==> config.mk <==
export PLATFORM = sky130hd
export DESIGN_NAME = demux_1_8_deser
export DESIGN_NICKNAME = d
export VERILOG_FILES = /design/src/rtl/demux_1_8_deser.sv
export SDC_FILE = /design/constraint.sdc
export NUM_CORES = 1
export LEC_CHECK = 0
export CORE_UTILIZATION = 45
export CTS_CLUSTER_DIAMETER = 150
export DETAILED_ROUTE_END_ITERATION = 10
export GPL_ROUTABILITY_DRIVEN = 0
export PLACE_DENSITY = 0.71
export SETUP_SLACK_MARGIN = 0.5
export SLEW_MARGIN = 20
export SYNTH_ARGS = -nofsm -noshare
export SYNTH_HDL_FRONTEND = slang
export SYNTH_SLANG_ARGS = --single-unit
==> constraint.sdc <==
create_clock -name clk -period 2.5 [get_ports clk]
set_clock_uncertainty 0.2 [all_clocks]
set_input_delay 0.375 -clock clk [delete_from_list [all_inputs] [get_ports clk]]
set_output_delay 0.375 -clock clk [all_outputs]
set_load 0.01 [all_outputs]
==> src/rtl/demux_1_8_deser.sv <==
// Serial-to-parallel deserializer: steers each valid serial bit into slot k of an
// N_OUT-bit assembly register and presents completed frames through a valid/ready port.
module demux_1_8_deser #(
  parameter int N_OUT = 8,
  parameter int SEL_W = 3
) (
  input  logic             clk,
  input  logic             rst,
  input  logic             din,
  input  logic             din_valid,
  input  logic             sync,
  output logic [N_OUT-1:0] out,
  output logic             out_valid,
  input  logic             out_ready,
  output logic [SEL_W-1:0] slot,
  output logic             overrun,
  output logic             sync_err
);

  localparam logic [SEL_W-1:0] LAST_SLOT = SEL_W'(N_OUT - 1);

  logic [N_OUT-1:0] asm_q, asm_d;
  logic [N_OUT-1:0] out_q, out_d;
  logic             out_valid_q, out_valid_d;
  logic [SEL_W-1:0] slot_q, slot_d;
  logic             overrun_q, overrun_d;
  logic             sync_err_q, sync_err_d;

  logic [SEL_W-1:0] wptr;
  logic             consume;
  logic             complete;

  // A qualified sync forces the write back to slot 0, abandoning any partial frame.
  assign wptr     = sync ? '0 : slot_q;
  assign consume  = out_valid_q & out_ready;
  assign complete = din_valid & (wptr == LAST_SLOT);

  always_comb begin
    asm_d       = asm_q;
    slot_d      = slot_q;
    out_d       = out_q;
    out_valid_d = out_valid_q;
    overrun_d   = 1'b0;
    sync_err_d  = 1'b0;

    if (consume) begin
      out_valid_d = 1'b0;
    end

    if (din_valid) begin
      asm_d[wptr] = din;
      slot_d      = wptr + SEL_W'(1);
      sync_err_d  = sync & (slot_q != '0);
    end

    // The output slot is free if empty or being drained on this same edge.
    if (complete) begin
      if (!out_valid_q || out_ready) begin
        out_d       = asm_d;
        out_valid_d = 1'b1;
      end else begin
        overrun_d   = 1'b1;
      end
    end
  end

  always_ff @(posedge clk or posedge rst) begin
    if (rst) begin
      asm_q       <= '0;
      out_q       <= '0;
      out_valid_q <= 1'b0;
      slot_q      <= '0;
      overrun_q   <= 1'b0;
      sync_err_q  <= 1'b0;
    end else begin
      asm_q       <= asm_d;
      out_q       <= out_d;
      out_valid_q <= out_valid_d;
      slot_q      <= slot_d;
      overrun_q   <= overrun_d;
      sync_err_q  <= sync_err_d;
    end
  end

  assign out       = out_q;
  assign out_valid = out_valid_q;
  assign slot      = slot_q;
  assign overrun   = overrun_q;
  assign sync_err  = sync_err_q;

endmodule

### Yosys cells after proc, flatten, opt, wreduce, memory -nomap -nowiden

Cells that the tools add are included.

* register bits: 22
* latch bits: 0
* bits in writable memories: 0
* bits in read-only memories: 0
* bits of input ports: 6
* output and inout bits: 14
* logic and storage cells: 29
* memories: 0

* $add $sub $neg: 1
* multipliers: 0
* div/mod/pow operators: 0
* order comparisons: 2
* eq/ne operators: 1
* shift-type cells: 0
* mux-type cells: 11
* bitwise gates (word level): 3
* reduce and logical (&&, ||, !) cells: 5

Operators with widths (count)
* bitwise mux 8 bit: 1
* 2-to-1 mux 8 bit: 1
* 2-to-1 mux 1 bit: 7
* less-than comparator 3 x 4 -> 1 bit (second input constant): 1
* adder 3 x 1 -> 3 bit (second input constant): 1
* AND 1 bit: 3
* demux 1 bit (select 3 bit): 1
* == test 3 bit (second input constant): 1
* greater-or-equal comparator 3 x 1 -> 1 bit (second input constant): 1
* 2-to-1 mux 3 bit: 1
* nonzero test 3 bit: 1
* AND reduction 2 bit: 1
* logical AND 1 bit: 1
* zero test 1 bit: 1
* logical OR 1 bit: 1

### Logic depth before layout (Yosys ltp)

* word-level depth: 7
* gate-level depth with buffers: 9
* depth with buffers taken out: 6

### Worst setup path before layout

No wires, ideal clock.

* path kind: reg-to-reg
* from: reg slot_q[0], in the netlist slot[0]
* to: reg out_q[7], in the netlist out[7]
* setup time: 0.082 ns
* arrival: 1.716 ns
* data required time: 2.218 ns
* setup slack: 0.502 ns
* cell stages (with the launch flop): 10
* path buffers: 3
* period minus slack after synthesis: 1.998 ns
* cell sequence: dfrtp_1 > buf_2 > nor2b_1 > and2_1 > ha_1 > and2_4 > buf_6 > and2_4 > buf_6 > a31oi_1

* cells in the longest elaborated chain, start to end: 7
* elaborated cells between the ends (all ways): 11
* those cells by class: order compare: 2; eq/ne: 1; mux: 5; bitwise: 1; reduce/logical: 2

RTL lines
* from (decl): RTL line 25 `logic [SEL_W-1:0] slot_q, slot_d;`
* from (signal assigned): RTL line 79 `slot_q <= slot_d;`
* 2-to-1 mux 3 bit (*): RTL line 34 `assign wptr = sync ? '0 : slot_q;`
* less-than comparator 3 x 4 -> 1 bit (not written as such) / greater-or-equal comparator 3 x 1 -> 1 bit (equally long branches): RTL line 51 `asm_d[wptr] = din;`
* logical AND 1 bit (not written as such): RTL line 51
* 2-to-1 mux 1 bit (not written as such): RTL line 51
* demux 1 bit (select 3 bit): RTL line 51
* bitwise mux 8 bit: RTL line 51
* 2-to-1 mux 8 bit: RTL line 50 `if (din_valid) begin`
* to (signal assigned): RTL line 77 `out_q <= out_d;`
* to (decl): RTL line 23 `logic [N_OUT-1:0] out_q, out_d;`

Mark *: on every way between the ends. The rest lies on a longest branch, timed or not.
A chain may end at the register's enable or synchronous reset.

### Worst setup path in the final report

* from: reg slot_q[2], in the netlist slot[2]
* to: out slot[2]

RTL lines
* to (decl): RTL line 15 `output logic [SEL_W-1:0] slot,`

No word-level cell between the ends.

==> impl_metrics.toml <==
[routing]
firstDrtPassIters = 4
vias = 800
wl_per_cell_um = 13.6
vias_per_cell = 5.44
drtIter0Drc = 14
drc = 0
drt_wl_total_mm = 2.00
drtAntennaViolNets = 0

[global_route]
grt_pass1_wl_mm = 3.39
grt_overflow = 0
grt_max_degree = 23
grt_pass1_vias = 760
grtUsageTotal_pct = 18.5
grt_antenna_before_repair = 0

[power_and_ir_drop]
vdd_drop_max_mv = 0.437
power_density_mw_per_mm2 = 892
finalPower_uw = 1160
power.leakage_uw = 0.000588

[yosys]
synthAdderAreaFrac_pct = 1.20
synth_compound_area_share_pct = 15.4
ys.flop_type = "dfrtp_1"
syn_avg_cell_area_um2 = 10.3
syn-num-nets = 108
synth_cells = 101
async_flop_share_pct = 100
seq_area_frac_synth_pct = 52.8
yosys_warnings = 0
synth_xor_area_share_pct = 0
netlist_area_mm2 = 0.00104
synth-edff-count = 0
muxShareOfSynthArea_pct = 3.12
synthMostInstantiatedCell = "dfrtp_1"
yosys.area_share.simple_pct = 21.8
yosysUniqueCellTypes = 30
synth_top_cell_by_area = "dfrtp_1"
ys_top_cells_by_count = "22 x dfrtp_1, 13 x nand2_1, 9 x a21oi_1, 8 x a31oi_1, 6 x o21ai_0"
synth_top_family_by_area = "simple AND/OR/NAND/NOR gates"
synth_seq_cells = 22
synth_area_leaders = "dfrtp_1 53%, a31oi_1 4.8%, nand2_1 4.7%"
yosys.area.top_type_share_pct = 52.8

[cts]
h-tree-depth = 1
cts_max_path_buffers = 2
cts.clk_slew.worst_paths_ps = 120
clk_latency_ps = 300
cts_tree = "yes"
holdBufCountCts = 0
cts_sinks = 22
cts-buffers-inserted = 3
root_buffer = "clkbuf_4"

[finish]
syn_to_final_growth_pct = 24.2
diodes = 0
drive_gt1_share_pct = 14.3
fin_nets = 127

[critical_path]
end_kind = "output port"
cpMaxStageDelayCell = "clkdlybuf4s50_1"
crit_required_ps = 1920
crit_chain = "clkdlybuf4s50_1"
path_class = "register to output port"
cp_max_fo = 12
path_delay_family = "buffers and inverters"
cp.arrival_ps = 1370
crit_buf_inv = 1
cp_slowest_stage_delay_ps = 570
cp-start-kind = "register"

[sta]
setup_viol_count_final = 0
worst_pin_slew_ps = 468
max-slew-margin-rel_pct = 68.7
rsz0062_at_grt = "no"
finalMaxSlewViolations = 0
max_freq_mhz = 515
post-route-min-period_ps = 1940
timing.hold.ws_ps = 182
finalCritPeriodShare_pct = 77.6
setup_tns_ps = 0
hold_violations = 0

[job]
maxCapViolations = 0

[floorplan]
rows = 17
die_area_mm2 = 0.00251
core_area_mm2 = 0.00219
die_h_um = 50.1
io-pin-count = 20
die_w_um = 50.1
start_util_pct = 47.6

[min_path]
hp-class = "primary input to asynchronous set/reset pin"

[place]
hpwl_mm = 1.47
io_buffers = 19

[run_status]
outcome = "finished, final reports clean"
[placed cells by master (no fill, tap or decap)]
master / n
nor3_2: 1
and2_4: 2
dfrtp_1: 19
and3b_1: 3
or2_1: 1
nand2_1: 13
o2bb2ai_1: 1
mux2_2: 2
mux2i_1: 1
and3_1: 1
nand2b_1: 4
nand4b_1: 1
clkdlybuf4s50_1: 19
bufinv_16: 1
inv_1: 2
nor3b_2: 1
dfrtp_2: 3
buf_4: 3
a31oi_1: 8
and2_1: 1
nor2b_1: 3
or3_1: 1
o21ai_1: 2
nand3b_1: 3
o41ai_2: 1
nor2_1: 2
a21oi_1: 9
o21ai_0: 6
ha_1: 1
nand3_1: 1
clkbuf_4: 3
[flip-flops by register name, indices dropped and copies added (netlist names)]
signal and count:
asm_q 8, out 8, out_valid 1, overrun 1, slot 3, sync_err 1
[metal layers]
layer  wire [um]  track usage (%)
met5           0                0
met4          31             11.4
met3         114             2.78
met2         944             29.1
met1         911             23.5
[per-stage QoR]
step	setup WS (ps)	area, um2	cells	util, %
floorplan	502	1040	101	-
global placement	416	1230	142	56.2
detailed placement	356	1230	142	56.2
CTS	519	1290	146	58.8
global route	507	1290	147	59.1
finish	559	1290	147	59.1
[final timing paths]
check / start / end / slack (ps) / cells after the start
min in group clk: asm_q[2]$_DFF_PP0_ / asm_q[2]$_DFF_PP0_ / 300 / 2
max reg2reg: slot[0]$_DFFE_PP0P_ / out[1]$_DFFE_PP0P_ / 630 / 6
max: slot[2]$_DFFE_PP0P_ / slot[2] / 560 / 1
max in group asynchronous: rst / slot[0]$_DFFE_PP0P_ / 1690 / 3
min: rst / out_valid$_DFF_PP0_ / 180 / 3
min reg2reg: asm_q[2]$_DFF_PP0_ / asm_q[2]$_DFF_PP0_ / 300 / 2
[where the power goes]
group / leakage (uW) / internal (uW) / switching [uW]
Combinational: 0.000276 / 196 / 159
Clock: 0.0000279 / 162 / 107
Sequential: 0.000284 / 464 / 66.7
Total: 0.000588 / 822 / 333
[area by class of cell]
cell class	count	area [um2]
clock inverter	1	30.0
multi-input combinational	69	433
clock buffer	3	22.5
timing repair buffer	22	213
tap	28	35.0
fill	180	896
sequential	22	554
inverter	2	7.51
[repair_timing]
action | 4_1_cts | 5_1_grt
resized for setup | 3 | 0
endpoints found under the setup margin | 3 | 1
setup buffers | 0 | 1
[kinds of logic (layout without fill, tap and decap cells)]
| logic type | after synthesis | in the layout |
|---|---|---|
| simple gates | 38 | 38 |
| compound gates | 27 | 27 |
| flops | 22 | 22 |
| buf+inv | 10 | 28 |
| mux | 3 | 3 |
| fa+ha+maj | 1 | 1 |
Note: power is estimated with default switching activity, not from simulation.
